**config.mk**
```make
export PLATFORM = sky130hd
export DESIGN_NAME = wta_spike_ctrl
export DESIGN_NICKNAME = d
export VERILOG_FILES = /design/src/rtl/wta_spike_ctrl.sv
export SDC_FILE = /design/constraint.sdc
export NUM_CORES = 1
export LEC_CHECK = 0
export CAP_MARGIN = 20
export CORE_AREA = 2 2 86 88
export DETAILED_ROUTE_END_ITERATION = 7
export DIE_AREA = 0 0 88 90
export GPL_TIMING_DRIVEN = 0
export MAX_ROUTING_LAYER = met4
export PLACE_DENSITY = 0.66
export SETUP_SLACK_MARGIN = 0.15
export SLEW_MARGIN = 20
export SYNTH_ARGS = -nofsm -noshare
export SYNTH_HDL_FRONTEND = slang
export SYNTH_SLANG_ARGS = --single-unit
```
**constraint.sdc**
```tcl
create_clock -name i_clk -period 6.6 [get_ports i_clk]
set_input_delay 1.32 -clock i_clk [delete_from_list [all_inputs] [get_ports i_clk]]
set_output_delay 1.32 -clock i_clk [all_outputs]
set_load 0.005 [all_outputs]
```
**src/rtl/wta_spike_ctrl.sv**
```systemverilog
// Winner-take-all spike controller: fires the comparator's winning neuron once its
// potential crosses threshold, then holds off for a refractory period. SPIKE_COUNT_EN adds per-neuron spike counters.
module wta_spike_ctrl #(
  parameter int p_width     = 19,
  parameter int p_refr      = 16,
  parameter int p_cnt_width = 8
) (
  input  logic                   i_clk,
  input  logic                   i_rst_n,
  input  logic                   i_en,
  input  logic [p_width-1:0]     i_result,
  input  logic [7:0]             i_index,
  input  logic [p_width-1:0]     i_threshold,
  output logic [7:0]             o_spike,
  output logic                   o_mem_clr,
  output logic                   o_valid,
  output logic [2:0]             o_winner,
  output logic                   o_busy
`ifdef SPIKE_COUNT_EN
  ,
  input  logic [2:0]             i_cnt_sel,
  input  logic                   i_cnt_clr,
  output logic [p_cnt_width-1:0] o_cnt
`endif
);

  typedef enum logic [1:0] {
    S_IDLE,
    S_FIRE,
    S_REFRACT
  } state_e;

  localparam int REFR_W = (p_refr > 1) ? $clog2(p_refr) : 1;
  localparam logic [REFR_W-1:0] REFR_LOAD = (p_refr > 0) ? REFR_W'(p_refr - 1) : '0;

  function automatic logic [2:0] encode(input logic [7:0] onehot);
    logic [2:0] code;
    code = '0;
    for (int i = 0; i < 8; i++) begin
      if (onehot[i]) code = 3'(i);
    end
    return code;
  endfunction

  state_e             state_q, state_d;
  logic [p_width-1:0] r_result_q, r_result_d;
  logic [7:0]         index_q, index_d;
  logic [REFR_W-1:0]  refr_q, refr_d;
  logic [7:0]         spike_q, spike_d;
  logic               mem_clr_q, mem_clr_d;
  logic               valid_q, valid_d;
  logic [2:0]         winner_q, winner_d;
  logic               busy_q, busy_d;

  // NOTE: every signal gets a default before the case so no path leaves it unassigned (no latches).
  always_comb begin
    r_result_d = i_result;
    state_d    = state_q;
    index_d    = index_q;
    refr_d     = refr_q;
    winner_d   = winner_q;
    case (state_q)
      S_IDLE: begin
        if (i_en && $onehot(i_index) && (r_result_q >= i_threshold)) begin
          state_d  = S_FIRE;
          index_d  = i_index;
          winner_d = encode(i_index);
        end
      end
      S_FIRE: begin
        if (p_refr == 0) begin
          state_d = S_IDLE;
        end else begin
          state_d = S_REFRACT;
          refr_d  = REFR_LOAD;
        end
      end
      S_REFRACT: begin
        if (refr_q == '0) state_d = S_IDLE;
        else              refr_d  = refr_q - REFR_W'(1);
      end
      default: state_d = S_IDLE;
    endcase
    // Outputs are registered: decode them from the state being entered.
    spike_d   = (state_d == S_FIRE) ? index_d : '0;
    mem_clr_d = (state_d == S_FIRE);
    valid_d   = (state_d == S_FIRE);
    busy_d    = (state_d != S_IDLE);
  end

  // NOTE: sequential state uses non-blocking assignments so all flops update together at the edge.
  always_ff @(posedge i_clk or negedge i_rst_n) begin
    if (!i_rst_n) begin
      state_q    <= S_IDLE;
      r_result_q <= '0;
      index_q    <= '0;
      refr_q     <= '0;
      spike_q    <= '0;
      mem_clr_q  <= 1'b0;
      valid_q    <= 1'b0;
      winner_q   <= '0;
      busy_q     <= 1'b0;
    end else begin
      state_q    <= state_d;
      r_result_q <= r_result_d;
      index_q    <= index_d;
      refr_q     <= refr_d;
      spike_q    <= spike_d;
      mem_clr_q  <= mem_clr_d;
      valid_q    <= valid_d;
      winner_q   <= winner_d;
      busy_q     <= busy_d;
    end
  end

  assign o_spike   = spike_q;
  assign o_mem_clr = mem_clr_q;
  assign o_valid   = valid_q;
  assign o_winner  = winner_q;
  assign o_busy    = busy_q;

`ifdef SPIKE_COUNT_EN
  logic [p_cnt_width-1:0] cnt_q [8];
  logic [p_cnt_width-1:0] cnt_d [8];

  // winner_q already holds the firing neuron during FIRE; clear beats increment.
  always_comb begin
    for (int i = 0; i < 8; i++) begin
      cnt_d[i] = cnt_q[i];
      if (i_cnt_clr) begin
        cnt_d[i] = '0;
      end else if ((state_q == S_FIRE) && (winner_q == 3'(i)) && (cnt_q[i] != '1)) begin
        cnt_d[i] = cnt_q[i] + p_cnt_width'(1);
      end
    end
  end

  // NOTE: the counter array is small register storage, not RAM, so it takes the async reset like any flop.
  always_ff @(posedge i_clk or negedge i_rst_n) begin
    if (!i_rst_n) begin
      for (int i = 0; i < 8; i++) cnt_q[i] <= '0;
    end else begin
      for (int i = 0; i < 8; i++) cnt_q[i] <= cnt_d[i];
    end
  end

  assign o_cnt = cnt_q[i_cnt_sel];
`endif

endmodule

```
=== Word-level counts from Yosys, hierarchy flattened ===
Index checks and enable logic that the tools add are counted.

* Register bits: 46
* Input port bits: 49
* Logic and storage cells: 45

* Reductions and logical operators: 8
* $lt $le $gt $ge: 1
* Eq/ne operators: 5
* $add $sub $neg: 8
* Multiplexer cells: 15

{| class="wikitable"
|+ Operators with widths
! cell !! number
|-
| two-way mux 8 bit || 3
|-
| greater-or-equal comparator 19 bit || 1
|-
| two-way mux 3 bit || 6
|-
| adder 1 x 1 -> 2 bit || 4
|-
| one-hot mux 4 bit (2 select lines) || 1
|-
| adder 2 x 2 -> 3 bit || 2
|-
| one-hot mux 2 bit (3 select lines) || 1
|-
| adder 3 x 3 -> 4 bit || 1
|-
| equality test 2 x 1 -> 1 bit (second input constant) || 2
|-
| equality test 4 x 1 -> 1 bit (second input constant) || 1
|-
| zero test 4 bit || 1
|-
| two-way mux 2 bit || 2
|-
| two-way mux 4 bit || 1
|-
| AND reduction 2 bit || 2
|-
| nonzero test 2 bit || 2
|-
| subtractor 4 x 1 -> 4 bit (second input constant) || 1
|-
| equality test 2 bit (second input constant) || 1
|-
| logical AND 1 bit || 2
|-
| zero test 2 bit || 1
|-
| inequality test 2 bit (second input constant) || 1
|-
| two-way mux 1 bit || 1
|}

=== Logic depth before layout (Yosys ltp) ===
Gate-level depths: netlist (run 1).

* Depth in word-level cells: 10
* Depth in mapped cells: 13
* Mapped depth without buffers: 13

=== Least setup slack after synthesis (run 1) ===
OpenSTA, ideal clock, no wires.

* Path kind: input port to flip-flop
* Start: input port i_index[0]
* End: register spike_q[0], in the netlist o_spike[0]
* Required time: 6466 ps
* Stages on the path: 13
* Data arrival time: 4211 ps
* Setup time: 134 ps
* Slack: 2255 ps
* Cell sequence: inv_1 > fa_1 > fa_1 > fa_1 > inv_1 > ha_1 > inv_1 > fa_1 > and4_1 > buf_2 > nand2_1 > clkbuf_1 > nor3_1

* Longest elaborated chain between the ends: 10

{| class="wikitable"
|+ RTL lines
! item !! line !! RTL
|-
| start, declared || 12 || <nowiki>input logic [7:0] i_index,</nowiki>
|-
| adder 1 x 1 -> 2 bit (implied by the code) || 64 || <nowiki>if (i_en && $onehot(i_index) && (r_result_q >= i_threshold)) begin</nowiki>
|-
| adder 2 x 2 -> 3 bit (implied by the code) || 64 ||
|-
| adder 3 x 3 -> 4 bit (implied by the code) || 64 ||
|-
| equality test 4 x 1 -> 1 bit || 64 ||
|-
| logical AND 1 bit (2 in series) || 64 ||
|-
| two-way mux 2 bit || 64 ||
|-
| one-hot mux 2 bit (3 select lines) || 62 || <nowiki>case (state_q)</nowiki>
|-
| equality test 2 x 1 -> 1 bit || 85 || <nowiki>spike_d = (state_d == S_FIRE) ? index_d : '0;</nowiki>
|-
| two-way mux 8 bit (*) || 85 ||
|-
| named net spike_d[0] || 49 || <nowiki>logic [7:0] spike_q, spike_d;</nowiki>
|-
| end signal, assigned || 108 || <nowiki>spike_q <= spike_d;</nowiki>
|-
| end, declared || 49 ||
|}

Mark *: on every way through the listed nets, which the timed path passes. The rest lies on a longest branch.
A chain may end at the register's enable or synchronous reset.

=== Final worst setup path (run 1) ===
* Start: input port i_index[3]
* End: register spike_q[1], in the netlist o_spike[1]

* Longest elaborated chain between the ends: 10

{| class="wikitable"
|+ RTL lines
! item !! line
|-
| adder 1 x 1 -> 2 bit (implied by the code) (*) || 64
|-
| adder 2 x 2 -> 3 bit (implied by the code) (*) || 64
|-
| adder 3 x 3 -> 4 bit (implied by the code) (*) || 64
|-
| equality test 4 x 1 -> 1 bit (*) || 64
|-
| logical AND 1 bit (*) (2 in series) || 64
|-
| two-way mux 2 bit || 64
|-
| one-hot mux 2 bit (3 select lines) || 62
|-
| equality test 2 x 1 -> 1 bit || 85
|-
| two-way mux 8 bit (*) || 85
|-
| named net spike_d[1] || 49
|}

Marks and branches as above.

==> results of run 1 <==
-- through the flow --
step	hold slack, ps	instances	util, %	power (mW)
after floorplan	518	201	-	0.402
after global placement	533	362	40.6	0.477
after detailed placement	538	363	40.8	0.486
after CTS	554	370	42.0	0.642
after global routing	590	370	42.0	0.679
final	558	370	42.0	0.631
-- metal layers --
metal  part of all wire, %  GRT usage, %  vias up
li1                      -             -      846
met1                    41          14.8      810
met2                    54          21.7       34
met3                   3.4          3.21        8
met4                   1.7          5.00        0
met5                     0             -        -
-- cell usage after synthesis --
cell / instances
nand4_1: 11
ha_1: 23
o31ai_1: 2
nand3b_1: 1
o41ai_1: 1
a311oi_1: 1
clkbuf_1: 1
inv_1: 36
a211oi_4: 1
nor4_1: 1
fa_1: 4
nor3_1: 9
buf_4: 1
a21o_1: 1
nor2b_1: 1
o2111ai_1: 3
and4_1: 2
o21ai_0: 4
mux2i_1: 1
and4_4: 2
o211ai_1: 5
buf_2: 4
mux2_2: 2
a211oi_1: 3
a2111o_1: 1
and3_1: 1
a21boi_0: 1
nand2_1: 6
dfrtp_1: 38
o22a_1: 2
nor2_1: 13
o21bai_2: 1
and2_1: 2
a311o_1: 1
buf_6: 2
a21oi_1: 8
nand3_1: 3
a2111oi_2: 1
a221o_1: 1
-- worst max path at each step --
stage / startpoint / end / slack (ps) / cells after the start
floorplan: i_index[0] / o_spike[0]$_DFF_PN0_ / 2250 / 13
global placement: i_index[0] / o_spike[5]$_DFF_PN0_ / 1540 / 14
detailed placement: i_index[0] / o_spike[2]$_DFF_PN0_ / 1460 / 14
CTS: i_index[0] / o_spike[2]$_DFF_PN0_ / 1770 / 14
global route: i_index[3] / o_spike[2]$_DFF_PN0_ / 1550 / 14
finish: i_index[3] / o_spike[1]$_DFF_PN0_ / 1790 / 14
-- cell type report --
class                   count  area share [%]
clock inverters             2           0.340
clock buffers               5            2.34
plain buffers               8            1.83
well taps                  99            4.20
flip-flops and latches     38            32.3
multi-input cells         119            32.9
inverters                  36            4.59
repair buffers             63            21.6
-- worst max-delay path: cells and delay by family --
| family | cells | cell delay, ps |
|---|---|---|
| adder cells (fa/ha/maj) | 5 | 2060 |
| buffers and inverters | 6 | 1190 |
| AND/OR/NAND/NOR | 3 | 400 |
-- state kept, by name, indices dropped and copies added, names as in the netlist --
| signal | count |
|---|---|
| o_busy | 1 |
| o_spike | 8 |
| o_valid | 1 |
| o_winner | 3 |
| r_result_q | 19 |
| refr_q | 4 |
| state_q | 2 |
-- report_power, final --
group          internal [mW]  switching (mW)  total [mW]
registers              0.259          0.0185       0.277
logic                  0.108          0.0954       0.204
clock network         0.0709          0.0796       0.150
total                  0.438           0.193       0.631
-- cell families (layout without fill, tap and decap cells) --
logic type	Yosys count	in the layout	synth area share [%]
buffers and inverters	44	114	8.96
AND/OR/NAND/NOR	52	52	13.2
multiplexers	3	3	1.54
flip-flops	38	38	45.1
adder cells (fa/ha/maj)	27	27	17.4
AO/OA/AOI/OAI	37	37	13.7
==> impl_metrics.py, run 1 <==
metrics = {
    "yosys": {
        "ys_seq_area_share_pct": 45.1,
        "netlist_instances": 201,
        "synthDistinctLibCells": 39,
        "yosys-top-cells-area": "dfrtp_1 45%, ha_1 14%, inv_1 6.4%, fa_1 3.8%, nand4_1 3.3%",
        "synth_fp_nets": 277,
        "synth_area_sq_um": 2110,
        "synth_top_area_share_pct": 45.1,
        "yosys_warnings": 0,
        "synth_seq_cells": 38,
        "synth.avg_cell_area_sq_um": 10.5,
        "synth_top_cell_by_area": "dfrtp_1",
    },
    "cts": {
        "cts-buffers-inserted": 5,
        "cts_sinks": 38,
        "cts-root-buf": "clkbuf_8",
        "cts_hold_buffers": 0,
        "cts_buffer_depth": 2,
        "cts_tree": "built",
        "post-cts-setup-buffers": 0,
        "post_cts_resized": 0,
        "clk_pin_slew_ps": 70,
        "clk_latency_ps": 290,
        "htreeDepth": 2,
    },
    "drt": {
        "routed_wl_um": 4720,
        "first_pass_iters": 4,
        "routed_via_density": 4.59,
        "drtIter0Drc": 55,
        "vias": 1698,
        "wl_per_cell_um": 12.7,
        "antenna_left": 0,
        "drc": 0,
    },
    "sta": {
        "grt_setup_unrepaired": "no",
        "finalHoldViolations": 0,
        "finalCritPeriodShare_pct": 72.8,
        "finalMaxSlewViolations": 0,
        "tns_ps": 0,
        "period_needed_ps": 4810,
        "fmax_mhz": 208,
        "max-slew-margin-rel_pct": 67.8,
        "tightestPinTransition_ps": 481,
        "final-setup-viol-count": 0,
        "fin_skew_ps": 6.00,
        "worst_slack_ps": 1790,
    },
    "grt": {
        "grt_first_pass_wirelength_um": 7820,
        "grt_pass1_vias": 1759,
        "antenna_found_initial": 0,
        "grt_max_degree": 31,
        "grt_overflow": 0,
        "grt_usage_pct": 13.0,
    },
    "floorplanning": {
        "core_sq_um": 7020,
        "start_util_pct": 30.0,
        "die_w_um": 88,
        "boundaryPins": 63,
        "dieHeight_um": 90,
        "fp.dieArea_sq_um": 7920,
        "row_count": 31,
    },
    "setup_path": {
        "critical_path.max_stage_delay_ps": 510,
        "path_max_fanout": 10,
        "crit_top_cell": "fa_1",
        "worstPathCellList": "clkdlybuf4s50_1 > inv_1 > fa_1 > fa_1 > fa_1 > inv_1 > ha_1 > inv_1 > fa_1 > and4_1 > buf_2 > nand2_1 > clkbuf_1 > nor3_1",
        "cp_data_arrival_time_ps": 4970,
        "cp_slowest_cell": "fa_1",
        "critPathKind": "primary input to flop",
        "r2r_cells": 8,
        "regToRegEndpoint": "o_busy$_DFF_PN0_",
        "startpoint_type": "primary input",
        "critPathRequiredTime_ps": 6760,
        "reg2reg_slack_ps": 4350,
        "crit-reg2reg-launch": "r_result_q[16]$_DFF_PN0_",
        "end_kind": "flop",
    },
    "pwr": {
        "p_leak_nw": 1.36,
        "vdd_drop_max_mv": 0.137,
        "power_density_nw_per_um2": 214,
    },
    "run_status": {
        "status": "finished clean",
    },
    "placed_design": {
        "placed_area_sq_um": 2870,
        "routabilityCongestion": 0.755,
        "io_buffers": 62,
        "place_ws_ps": 1460,
        "dp_hpwl_um": 3850,
    },
    "finish": {
        "final_cell_mix": "61 x clkdlybuf4s50_1, 38 x dfrtp_1, 36 x inv_1",
        "drive_above_1_share_pct": 8.49,
        "area_growth_pct": 39.8,
        "fin_area_sq_um": 2950,
        "layout_commonest_cell": "clkdlybuf4s50_1",
        "multi_input_area_sq_um": 968,
        "antenna-diode-count": 0,
        "regArea_sq_um": 951,
        "final_nets": 347,
        "filler_cell_count": 678,
    },
    "flow_run": {
        "maxCapViolations": 0,
    },
    "hold_path": {
        "hold_depth": 2,
        "hp-start": "o_winner[0]$_DFFE_PN0P_",
        "min_path_type": "flop to flop",
        "min_to": "o_winner[0]$_DFFE_PN0P_",
    },
}
No activity file was read; power rests on OpenSTA's default activity.
==> run 2, diff against run 1 <==
PLACE_DENSITY = 0.69   (was 0.66)
clock period = 3.95 ns   (was 6.6 ns; I/O delays follow)
==> run 2 against run 1 <==
Net effect:
- flip-flop and latch count stayed put
- highest routed layer unchanged
- non-clock buffer count is 4 higher
- critical path type unchanged
- combinational power is 86% higher
==> impl_metrics.py, run 2 (synthesis gave the netlist of run 1 again) <==
metrics = {
    "sta": {
        "finalHoldViolations": 0,
        "tightestPinTransition_ps": 510,
        "finalCritPeriodShare_pct": 93.6,
        "fin_skew_ps": 3.92,
        "hold_ws_ps": 464,
        "grt_setup_unrepaired": "no",
        "fmax_mhz": 270,
        "finalMaxSlewViolations": 0,
        "max-slew-margin-rel_pct": 66.0,
        "final-setup-viol-count": 0,
        "period_needed_ps": 3700,
    },
    "grt": {
        "grt_usage_pct": 12.4,
        "antenna_found_initial": 0,
        "grt_pass1_vias": 1728,
        "grt_max_degree": 21,
        "grt_overflow": 0,
        "grt_first_pass_wirelength_um": 7480,
    },
    "drt": {
        "first_pass_iters": 5,
        "drc": 0,
        "wl_per_cell_um": 12.3,
        "drtIter0Drc": 31,
        "routed_via_density": 4.59,
        "antenna_left": 0,
        "routed_wl_um": 4620,
        "vias": 1720,
    },
    "setup_path": {
        "worstPathCellList": "clkdlybuf4s50_1 > inv_2 > fa_1 > fa_1 > inv_1 > ha_2 > inv_2 > fa_2 > and4_1 > buf_2 > nand2_4 > clkbuf_16 > nor3_4",
        "critPathRequiredTime_ps": 4150,
        "cp_data_arrival_time_ps": 3900,
        "critPathKind": "primary input to flop",
        "end_kind": "flop",
        "cp_slowest_cell": "fa_2",
        "startpoint_type": "primary input",
        "critical_path.max_stage_delay_ps": 560,
        "path_max_fanout": 5,
    },
    "pwr": {
        "combinationalPowerShare_pct": 33.9,
        "p_total_mw": 1.12,
        "power.switching_mw": 0.341,
        "switching_share_pct": 30.5,
        "power_density_nw_per_um2": 365,
        "seqPwrFrac_pct": 41.5,
        "vdd_drop_max_mv": 0.204,
        "p_leak_nw": 1.42,
        "internal_power_mw": 0.778,
        "power.clock.fraction_pct": 24.6,
    },
    "floorplanning": {
        "dieHeight_um": 90,
        "boundaryPins": 63,
        "fp.dieArea_sq_um": 7920,
        "start_util_pct": 30.0,
        "die_w_um": 88,
        "core_sq_um": 7020,
        "row_count": 31,
    },
    "finish": {
        "final_nets": 351,
        "largest_reg_flops": 19,
        "antenna-diode-count": 0,
        "regMostFlops": "r_result_q",
        "fin_area_sq_um": 3070,
        "layout_commonest_cell": "clkdlybuf4s50_1",
        "final_cell_mix": "57 x clkdlybuf4s50_1, 38 x dfrtp_1, 30 x inv_1",
        "fin_cells": 375,
        "area_growth_pct": 45.5,
        "drive_above_1_share_pct": 16.7,
    },
    "cts": {
        "cts_tree": "built",
        "cts_buffer_depth": 2,
        "cts_sinks": 38,
        "cts-buffers-inserted": 5,
        "clk_latency_ps": 290,
        "htreeDepth": 2,
        "clk_pin_slew_ps": 70,
        "cts-root-buf": "clkbuf_8",
    },
    "placed_design": {
        "dp_hpwl_um": 3640,
        "io_buffers": 62,
        "placed_cells_incl_taps": 363,
        "routabilityCongestion": 0.814,
        "placed_area_sq_um": 2880,
    },
    "hold_path": {
        "min_path_type": "primary input to asynchronous set/reset pin",
    },
    "run_status": {
        "status": "finished clean",
    },
    "flow_run": {
        "maxCapViolations": 0,
    },
}
run 2: changes by cell type in the layout (fill, tap and decap cells not counted), moves of 3 or more:
cell	before	now
clkdlybuf4s50_1	61	57
inv_2	0	6
buf_2	5	8
nor3_1	9	6
inv_1	36	30
run 2: metal layers:
layer / GRT usage [%] / vias up / share of wire [%]
met1: 14.1 / 803 / 44
met5: - / - / 0
met3: 3.49 / 12 / 5.7
li1: - / 852 / -
met4: 4.49 / 0 / 2.4
met2: 20.7 / 53 / 48
run 2: critical path, delay by kind of cell:
kind,cells,cell delay [ps]
buf+inv,6,1030
simple gates,3,400
fa+ha+maj,4,1670
run 2: power by group through the flow:
| stage | combinational (mW) | sequential (mW) | clock, mW |
|---|---|---|---|
| after global routing | 0.426 | 0.469 | 0.308 |
| final | 0.379 | 0.464 | 0.275 |
| after CTS | 0.385 | 0.464 | 0.289 |
| after floorplan | 0.208 | 0.465 | 0 |
| after global placement | 0.328 | 0.468 | 0 |
| after detailed placement | 0.344 | 0.469 | 0 |
run 2: repair_timing:
item | in CTS | in global routing
resized for setup | 30 | 3
endpoints found under the setup margin | 14 | 11
buffers inserted | 3 | 0
gates cloned | 1 | 0
pin swaps | 6 | 3
hold buffers | 0 | 0
run 2: worst paths after layout:
check	slack (ps)	to	cells after the start	from
min reg2reg	540	o_winner[0]$_DFFE_PN0P_	2	o_winner[0]$_DFFE_PN0P_
max reg2reg	1690	o_busy$_DFF_PN0_	8	r_result_q[16]$_DFF_PN0_
min in group i_clk	540	o_winner[0]$_DFFE_PN0P_	2	o_winner[0]$_DFFE_PN0P_
max in group asynchronous	3020	r_result_q[10]$_DFF_PN0_	2	i_rst_n
min	460	r_result_q[12]$_DFF_PN0_	1	i_rst_n
max	250	o_spike[6]$_DFF_PN0_	13	i_index[6]
run 2: area by class of cell:
cell class                      count  area (sq um)
Tap cell                           99           124
Sequential cell                    38           951
Inverter                           36           135
Buffer                              8          75.1
Timing Repair Buffer               67           679
Fill cell                         673          3950
Clock inverter                      1          5.00
Clock buffer                        7          86.3
Multi-Input combinational cell    119          1010
run 2: stage by stage:
step                setup TNS, ps  setup slack [ps]  util [%]
floorplan                       0               232         -
global placement            -6630              -627      40.7
detailed placement          -7470              -678      41.0
CTS                             0               174      43.7
global route                    0               163      43.7
finish                          0               253      43.7
